==> src/rtl/alu_pkg.sv <==
// alu_pkg: shared control codes, funct/ALUOp encodings and FSM state type for
// the multi-cycle ALU and its decoder.
package alu_pkg;

   // Control codes driven on ctrl_o
   localparam logic [2:0] CtrlAnd = 3'b000;
   localparam logic [2:0] CtrlOr  = 3'b001;
   localparam logic [2:0] CtrlAdd = 3'b010;
   localparam logic [2:0] CtrlSub = 3'b110;
   localparam logic [2:0] CtrlMul = 3'b011;
   localparam logic [2:0] CtrlSlt = 3'b111;
   localparam logic [2:0] CtrlDiv = 3'b100;

   // R-type funct encodings
   localparam logic [5:0] FunctAdd = 6'b100000;
   localparam logic [5:0] FunctSub = 6'b100010;
   localparam logic [5:0] FunctAnd = 6'b100100;
   localparam logic [5:0] FunctOr  = 6'b100101;
   localparam logic [5:0] FunctSlt = 6'b101010;
   localparam logic [5:0] FunctMul = 6'b011000;
   localparam logic [5:0] FunctDiv = 6'b011010;

   // ALUOp encodings
   localparam logic [1:0] AluOpAdd   = 2'b00;
   localparam logic [1:0] AluOpSub   = 2'b01;
   localparam logic [1:0] AluOpOr    = 2'b10;
   localparam logic [1:0] AluOpFunct = 2'b11;

   typedef enum logic [1:0] {
      StIdle,
      StMul,
      StDone
   } state_e;

endpackage

==> src/rtl/alu_decode.sv <==
// alu_decode: combinational ALUOp/funct -> control code decoder. Also used by
// the hazard unit to predict multi-cycle ops. DIV is decoded only when
// ALU_MULTICYCLE_DIV_EN is defined.
module alu_decode
   import alu_pkg::*;
(
   input  logic [1:0] alu_op_i,
   input  logic [5:0] funct_i,
   output logic [2:0] ctrl_o,
   output logic       illegal_o
);

   // Unknown funct falls back to the ADD code and raises illegal
   always_comb begin
      ctrl_o    = CtrlAdd;
      illegal_o = 1'b0;
      case (alu_op_i)
         AluOpAdd: ctrl_o = CtrlAdd;
         AluOpSub: ctrl_o = CtrlSub;
         AluOpOr:  ctrl_o = CtrlOr;
         default: begin
            case (funct_i)
               FunctAdd: ctrl_o = CtrlAdd;
               FunctSub: ctrl_o = CtrlSub;
               FunctAnd: ctrl_o = CtrlAnd;
               FunctOr:  ctrl_o = CtrlOr;
               FunctSlt: ctrl_o = CtrlSlt;
               FunctMul: ctrl_o = CtrlMul;
`ifdef ALU_MULTICYCLE_DIV_EN
               FunctDiv: ctrl_o = CtrlDiv;
`endif
               default:  illegal_o = 1'b1;
            endcase
         end
      endcase
   end

endmodule

==> src/rtl/alu_multicycle.sv <==
// alu_multicycle: EX-stage ALU. Single-cycle logic/arithmetic ops complete at
// the accept edge; MUL runs on an iterative shift-add engine retiring MUL_BITS
// multiplier bits per cycle. Defining ALU_MULTICYCLE_DIV_EN adds a signed
// restoring divider sharing the MUL state and counter.
module alu_multicycle
   import alu_pkg::*;
#(
   parameter int unsigned WIDTH    = 32,
   parameter int unsigned MUL_BITS = 1
) (
   input  logic             clk_i,
   input  logic             rst_i,
   input  logic             start_i,
   input  logic [1:0]       alu_op_i,
   input  logic [5:0]       funct_i,
   input  logic [WIDTH-1:0] data1_i,
   input  logic [WIDTH-1:0] data2_i,
   output logic [2:0]       ctrl_o,
   output logic [WIDTH-1:0] result_o,
   output logic             zero_o,
   output logic             valid_o,
   output logic             busy_o,
   output logic             illegal_o
);

   localparam int unsigned     CntW   = $clog2(WIDTH + 1);
   localparam logic [CntW-1:0] MulCnt = CntW'(WIDTH / MUL_BITS);

   state_e           state_q, state_d;
   logic [CntW-1:0]  cnt_q, cnt_load;
   logic [WIDTH-1:0] acc_q, mcand_q, mplier_q;
   logic [WIDTH-1:0] result_q;
   logic             zero_q, valid_q, illegal_q;

   logic             dec_illegal, busy, accept, start_multi, last_step;
   logic [WIDTH-1:0] sc_result, mul_pp, mul_acc;
   logic [WIDTH-1:0] acc_step, mcand_step, mplier_step, fin_result;
   logic [WIDTH-1:0] mcand_load, mplier_load;

   alu_decode u_decode (
      .alu_op_i  (alu_op_i),
      .funct_i   (funct_i),
      .ctrl_o    (ctrl_o),
      .illegal_o (dec_illegal)
   );

   assign busy      = (state_q == StMul);
   assign accept    = start_i & ~busy;
   assign last_step = busy & (cnt_q == CntW'(1));

   // Single-cycle result; illegal ops produce zero even though ctrl reads ADD
   always_comb begin
      sc_result = '0;
      if (!dec_illegal) begin
         case (ctrl_o)
            CtrlAnd: sc_result = data1_i & data2_i;
            CtrlOr:  sc_result = data1_i | data2_i;
            CtrlAdd: sc_result = data1_i + data2_i;
            CtrlSub: sc_result = data1_i - data2_i;
            CtrlSlt: sc_result[0] = $signed(data1_i) < $signed(data2_i);
            default: sc_result = '0;
         endcase
      end
   end

   // Partial product of the next MUL_BITS multiplier bits
   always_comb begin
      mul_pp = '0;
      for (int i = 0; i < int'(MUL_BITS); i++) begin
         if (mplier_q[i]) mul_pp = mul_pp + (mcand_q << i);
      end
      mul_acc = acc_q + mul_pp;
   end

`ifdef ALU_MULTICYCLE_DIV_EN
   localparam logic [CntW-1:0] DivCnt = CntW'(WIDTH);

   logic             div_mode_q, neg_q, dz_q, start_div;
   logic [WIDTH:0]   rem_shift, rem_diff;
   logic [WIDTH-1:0] quo_step, quo_fix, abs_a, abs_b;

   assign start_div = ~dec_illegal & (ctrl_o == CtrlDiv);
   assign abs_a     = data1_i[WIDTH-1] ? -data1_i : data1_i;
   assign abs_b     = data2_i[WIDTH-1] ? -data2_i : data2_i;

   // Restoring step: remainder lives in acc_q, dividend/quotient in mplier_q
   always_comb begin
      rem_shift = {acc_q, mplier_q[WIDTH-1]};
      rem_diff  = rem_shift - {1'b0, mcand_q};
      quo_step  = {mplier_q[WIDTH-2:0], ~rem_diff[WIDTH]};
      quo_fix   = neg_q ? -quo_step : quo_step;
   end

   // Divider mode and sign/zero flags captured at every accept
   always_ff @(posedge clk_i or posedge rst_i) begin
      if (rst_i) begin
         div_mode_q <= 1'b0;
         neg_q      <= 1'b0;
         dz_q       <= 1'b0;
      end else if (accept) begin
         div_mode_q <= start_div;
         neg_q      <= data1_i[WIDTH-1] ^ data2_i[WIDTH-1];
         dz_q       <= (data2_i == '0);
      end
   end
`endif

   // Engine load values and per-cycle step, MUL by default
   always_comb begin
      start_multi = ~dec_illegal & (ctrl_o == CtrlMul);
      cnt_load    = MulCnt;
      mcand_load  = data1_i;
      mplier_load = data2_i;
      acc_step    = mul_acc;
      mcand_step  = mcand_q << MUL_BITS;
      mplier_step = mplier_q >> MUL_BITS;
      fin_result  = mul_acc;
`ifdef ALU_MULTICYCLE_DIV_EN
      if (start_div) begin
         start_multi = 1'b1;
         cnt_load    = DivCnt;
         mcand_load  = abs_b;
         mplier_load = abs_a;
      end
      if (div_mode_q) begin
         acc_step    = rem_diff[WIDTH] ? rem_shift[WIDTH-1:0] : rem_diff[WIDTH-1:0];
         mcand_step  = mcand_q;
         mplier_step = quo_step;
         fin_result  = dz_q ? '1 : quo_fix;
      end
`endif
   end

   // FSM next state: DONE behaves like IDLE for accepting a new op
   always_comb begin
      state_d = state_q;
      unique case (state_q)
         StIdle, StDone: state_d = (accept && start_multi) ? StMul : StIdle;
         StMul:          if (last_step) state_d = StDone;
         default:        state_d = StIdle;
      endcase
   end

   // FSM state register
   always_ff @(posedge clk_i or posedge rst_i) begin
      if (rst_i) state_q <= StIdle;
      else       state_q <= state_d;
   end

   // Result, completion pulse and iterative engine registers
   always_ff @(posedge clk_i or posedge rst_i) begin
      if (rst_i) begin
         cnt_q     <= '0;
         acc_q     <= '0;
         mcand_q   <= '0;
         mplier_q  <= '0;
         result_q  <= '0;
         zero_q    <= 1'b1;
         valid_q   <= 1'b0;
         illegal_q <= 1'b0;
      end else begin
         valid_q <= 1'b0;
         if (accept && start_multi) begin
            cnt_q    <= cnt_load;
            acc_q    <= '0;
            mcand_q  <= mcand_load;
            mplier_q <= mplier_load;
         end else if (accept) begin
            result_q  <= sc_result;
            zero_q    <= (sc_result == '0);
            illegal_q <= dec_illegal;
            valid_q   <= 1'b1;
         end else if (busy) begin
            cnt_q    <= cnt_q - CntW'(1);
            acc_q    <= acc_step;
            mcand_q  <= mcand_step;
            mplier_q <= mplier_step;
            if (last_step) begin
               result_q  <= fin_result;
               zero_q    <= (fin_result == '0);
               illegal_q <= 1'b0;
               valid_q   <= 1'b1;
            end
         end
      end
   end

   assign result_o  = result_q;
   assign zero_o    = zero_q;
   assign valid_o   = valid_q;
   assign busy_o    = busy;
   assign illegal_o = illegal_q;

endmodule

==> config.mk <==
export PLATFORM = sky130hd
export DESIGN_NAME = alu_multicycle
export DESIGN_NICKNAME = d
export VERILOG_FILES = /design/src/rtl/alu_pkg.sv /design/src/rtl/alu_decode.sv /design/src/rtl/alu_multicycle.sv
export SDC_FILE = /design/constraint.sdc
export NUM_CORES = 1
export LEC_CHECK = 0
export ABC_AREA = 1
export CAP_MARGIN = 20
export CORE_UTILIZATION = 50
export CTS_CLUSTER_DIAMETER = 200
export DETAILED_ROUTE_END_ITERATION = 8
export DONT_BUFFER_PORTS = 1
export SYNTH_ARGS = -nofsm -noshare
export SYNTH_HDL_FRONTEND = slang
export SYNTH_HIERARCHICAL = 1
export SYNTH_SLANG_ARGS = --single-unit
==> constraint.sdc <==
create_clock -name clk_i -period 14.5 [get_ports clk_i]
set_input_delay 4.35 -clock clk_i [delete_from_list [all_inputs] [get_ports clk_i]]
set_output_delay 4.35 -clock clk_i [all_outputs]
set_load 0.02 [all_outputs]
After elaboration in Yosys (flattened, before gate mapping)
Cells that the tools add are included.
- flip-flop bits (word level): 139
- output and inout bits: 39
- word-level logic and storage cells: 90
- add/subtract/negate cells: 4
- magnitude comparators: 1
- equal/unequal tests: 18
- mux-type cells: 36
- bitwise gates (word level): 8
- reduce and logical (&&, ||, !) cells: 14
- operators with widths (kind ; number):
    $mux 32 ; 14
    $pmux 31 s4 ; 1
    $add 32x32->32 ; 2
    $logic_not 32->1 ; 2
    $and 32x32->32 ; 1
    $lt 32x32->1 ; 1
    $or 32x32->32 ; 1
    $sub 32x32->32 ; 1
    $eq 6x6->1 const B ; 5
    $mux 6 ; 3
    $pmux 3 s5 ; 1
    $mux 1 ; 13
    $pmux 3 s3 ; 1
    $eq 3x2->1 const B ; 2
    $eq 3x3->1 const B ; 2
    $eq 6x1->1 const B ; 1
    $eq 6x5->1 const B ; 1
    $reduce_bool 2->1 ; 3
    $reduce_or 6->1 ; 1
    $sub 6x1->6 const B ; 1
    $pmux 1 s5 ; 1
    $eq 2x1->1 const B ; 2
    $eq 2x2->1 const B ; 2
    $logic_not 2->1 ; 2
    12 further kinds ; 17

Logic depth before layout (Yosys ltp)
- word-level depth: 9
- mapped depth: 25

Hierarchy
The synthesis kept the hierarchy.
- by module, submodules not included (module ; instances ; cells each ; area an instance (um^2) ; sequential area each (um^2)):
    alu_multicycle ; 1 ; 2365 ; 14552.7 ; 3479.6
    alu_decode ; 1 ; 34 ; 163.9 ; 0.0

Worst setup path after synthesis
Ideal clock, no wire load.
- path kind: input-to-output
- from: input port funct_i[5]
- to: output port ctrl_o[0]
- arrival time: 5041 ps
- required time: 10150 ps
- path slack: 5109 ps
- stages: 6
- path buffers: 0
- cell sequence: inv_2 nor2_4 nand3_2 nand2_1 nor2_1 nor2_1
- longest elaborated chain between the ends: 3
- elaborated cells on any way between the ends: 7
- classes of those cells: 5 x eq/ne; 2 x mux
- RTL lines (element ; RTL line ; text):
    start: declaration ; alu_multicycle.sv:15 ; input logic [5:0] funct_i,
    $eq 6x5->1 / $eq 6x6->1 (equally long branches) ; alu_decode.sv:22 ; case (funct_i)
    $pmux 3 s5 (*) ; alu_decode.sv:22 ;
    $pmux 3 s3 (*) ; alu_decode.sv:17 ; case (alu_op_i)
    end: declaration ; alu_multicycle.sv:18 ; output logic [2:0] ctrl_o,
Mark *: on every way between the ends. The rest lies on a longest branch, timed or not.

Worst setup path after layout
- from: input port funct_i[0]
- to: output port ctrl_o[0]
The elaborated chain is that of the path after synthesis.

==> summary.md <==
## Final layout
• Layout Nets: 2,560
• commonest non-fill, non-tap cell in the layout: sky130_fd_sc_hd__nand2_1
• most frequent cells in the layout: sky130_fd_sc_hd__nand2_1 (777), sky130_fd_sc_hd__inv_1 (408), sky130_fd_sc_hd__nand3_1 (195), sky130_fd_sc_hd__nor2_1 (185), sky130_fd_sc_hd__dfrtp_1 (138)
• proportion of layout cells with a drive suffix above 1: 0.03851
• number of diodes added for antenna fixing: 0
• post-route cell area: 15,490 µm²
• fillers: 3,009
• Layout area overhead: 5.263%

## STA
• clock tree skew after final layout: 0.01481 ns
• total count of max-transition violations in the final report: 0
• unrepaired setup endpoints after global routing: false
• shortest period the worst path allows: 9.665 ns
• final worst-path cycle share: 0.6665
• Post-Route Hold Slack: 0.4787 ns
• Final Hold Fails: 0
• worst rel slew slack: 0.2465
• Final setup viols: 0
• Total Negative Setup Slacks: 0 ns
• Fmax: 0.1035 GHz
• min setup slack post-route: 4.836 ns
• measured slew at the worst slew-check pin: 1.127 ns

## Pwr
• Overall Power: 1.132 mW
• internal power contribution: 725.8 µW
• Combinational Power Share: 0.254
• worst-case vdd ir drop: 80.48 µV
• Pwr Density: 73.10 nW/µm²
• reported net switching power: 406.6 µW
• clock network fraction of total power: 0.404
• LEAKAGE: 8.610 nW
• switching portion of total power: 0.3591
• share of power burned in registers: 0.342

## Yosys
• Distinct cells, synth: 47
• Post-synth top flop: sky130_fd_sc_hd__dfrtp_1
• proportion of synthesized chip area in sequential cells: 0.2364
• post-synthesis area per instance: 6.134 µm²
• Yosys warnings: 6
• flip-flop and latch count after synthesis: 139
• async set-reset flop share out of synthesis: 1.000
• net count of the mapped netlist: 2,609
• Synth Cell Area: 14,720 µm²
• instance count of the mapped netlist: 2,399
• count of flip-flops with a built-in enable after synthesis: 0

## Clock network
• root buf cell: sky130_fd_sc_hd__clkbuf_16
• Max H-tree Level: 4
• clock-pin slew reported for the worst setup and hold paths after clock tree synthesis: 0.06 ns
• total clock sinks: 139
• Worst-Skew Late Latency: 0.45 ns
• Setup Fix Bufs, Post-CTS: 0
• hold_buf cts: 0
• count of cells resized by post-cts repair: 0
• TritonCTS clock tree: built
• TritonCTS Buffers: 17
• buffers from clock root to sink, at most: 2

## Floorplanning
• starting density of the core: 0.5100
• die area: 30,120 µm²
• number of placement rows: 62
• Die Y: 173.6 µm
• top-level I/O count: 114
• core area: 28,860 µm²
• width of the die: 173.6 µm

## GRT
• maximum number of pins on one net before global-route repair: 96
• vias in the first global route: 14,510
• antenna violations before repair: 0
• first-pass GRT wire length: 81,260 µm
• overflow left after global routing: 0
• global-route usage over all layers: 0.3496

## Outcome
• run status: finished, final reports clean

## Critical path
• arrival time worst endpoint: 5.31 ns
• element type at the critical path start: input port
• top fanout value on the critical path: 4
• Worst setup EP type: output port
• critical path required time: 10.15 ns
• Critical Setup Path Class: input port to output port

## Route
• detailed-route vias per instance: 5.619
• DRC violations left: 0
• remaining antenna violation count: 0
• Detailed Routing Iterations Pass 1: 7
• final wirelength: 52,760 µm
• average wire length per cell after detail routing: 19.21 µm
• detailed-route via count: 15,440
• starting DRC count in detailed routing: 1,658

## Place
• Placer Congestion: 0.9840
• HPWL after detailed placement: 41,650 µm
• post-detailed-placement cell area: 14,910 µm²
• count of port buffers added during placement: 0
• dpl ws: 4.858 ns

## Flow run
• max cap viols: 0

## Min path
• worst min-delay path category: register to register

## state kept, by name, summed over array words and instances, names as in the netlist
| name | flops |
|---|---|
| acc_q | 32 |
| cnt_q | 6 |
| illegal_o | 1 |
| mcand_q | 32 |
| mplier_q | 32 |
| result_o | 32 |
| state_q | 2 |
| valid_o | 1 |
| zero_o | 1 |
## metal layers
| layer | GRT usage | routed length, µm | vias to the layer above |
|---|---|---|---|
| met5 | 0 | 0 | - |
| met4 | 0.09956 | 1361 | 0 |
| met3 | 0.04759 | 3903 | 82 |
| met2 | 0.5472 | 23340 | 662 |
| met1 | 0.5003 | 24150 | 7200 |
| li1 | - | - | 7491 |
## critical path, cell delays in order
cell,delay (ns)
sky130_fd_sc_hd__nor2_1,0.15
sky130_fd_sc_hd__nand3_1,0.12
sky130_fd_sc_hd__nand2_1,0.08
sky130_fd_sc_hd__nor2_1,0.04
sky130_fd_sc_hd__nor2_1,0.57
## through the flow
step,util,cells
finish,0.5368,2747
global route,0.5368,2747
CTS,0.5368,2747
detailed placement,0.5166,2715
global placement,0.5166,2715
floorplan,-,2399
## cells in the mapped netlist (all sizes together) (9+ instances only)
library cell	n	area, µm²
nand2	786	2975
nor2	200	813.3
nand4	21	131.4
nand3	200	1026
dfrtp	138	3453
nor3	28	155.2
o21ai	91	459.2
buf	51	302.8
clkbuf	29	108.9
o22ai	23	143.9
a21oi	109	549.3
o211ai	62	465.5
xor2	17	148.9
a31oi	9	56.30
o21bai	14	105.1
a22o	19	166.4
ha	132	1652
inv	421	1583
## cells by family (layout without fill, tap and decap cells)
kind of cell / count (synthesis) / count (layout) / synth area share
adders and majority gates: 135 / 135 / 0.1163
xor gates and xnor gates: 25 / 25 / 0.01488
DFF: 139 / 139 / 0.2364
and+or+nand+nor: 1256 / 1256 / 0.3561
AOI/OAI and AO/OA: 343 / 343 / 0.1407
buffers and inverters: 501 / 465 / 0.1355
## final cells by class
| class | count | area, µm² | share of cell area |
|---|---|---|---|
| Clock inverter | 12 | 136.4 | 0.008804 |
| Clock buffer | 20 | 446.7 | 0.02883 |
| Inverter | 421 | 1588 | 0.1025 |
| Timing Repair Buffer | 12 | 90.09 | 0.005815 |
| Tap cell | 384 | 480.5 | 0.03102 |
| Multi-Input combinational cell | 1759 | 9270 | 0.5984 |
| Sequential cell | 139 | 3480 | 0.2246 |
## path summary, 6_finish.rpt
check	startpoint	endpoint	slack [ns]	cells past startpoint
max reg2reg	state_q[1]	acc_q[31]	9.61	13
min in group asynchronous	rst_i	valid_o	3.91	1
max in group asynchronous	rst_i	mplier_q[20]	9.32	2
min	state_q[0]	state_q[0]	0.48	1
min reg2reg	state_q[0]	state_q[0]	0.48	1
max	funct_i[0]	ctrl_o[0]	4.84	5
## power groups by stage
stage | combinational, mW | sequential [mW] | clock (mW)
2_1_floorplan | 0.201 | 0.395 | 0
3_3_place_gp | 0.276 | 0.395 | 0
3_5_place_dp | 0.277 | 0.395 | 0
4_1_cts | 0.279 | 0.388 | 0.460
5_1_grt | 0.317 | 0.387 | 0.476
6_report | 0.287 | 0.388 | 0.457
(Power assumes the default switching activity.)
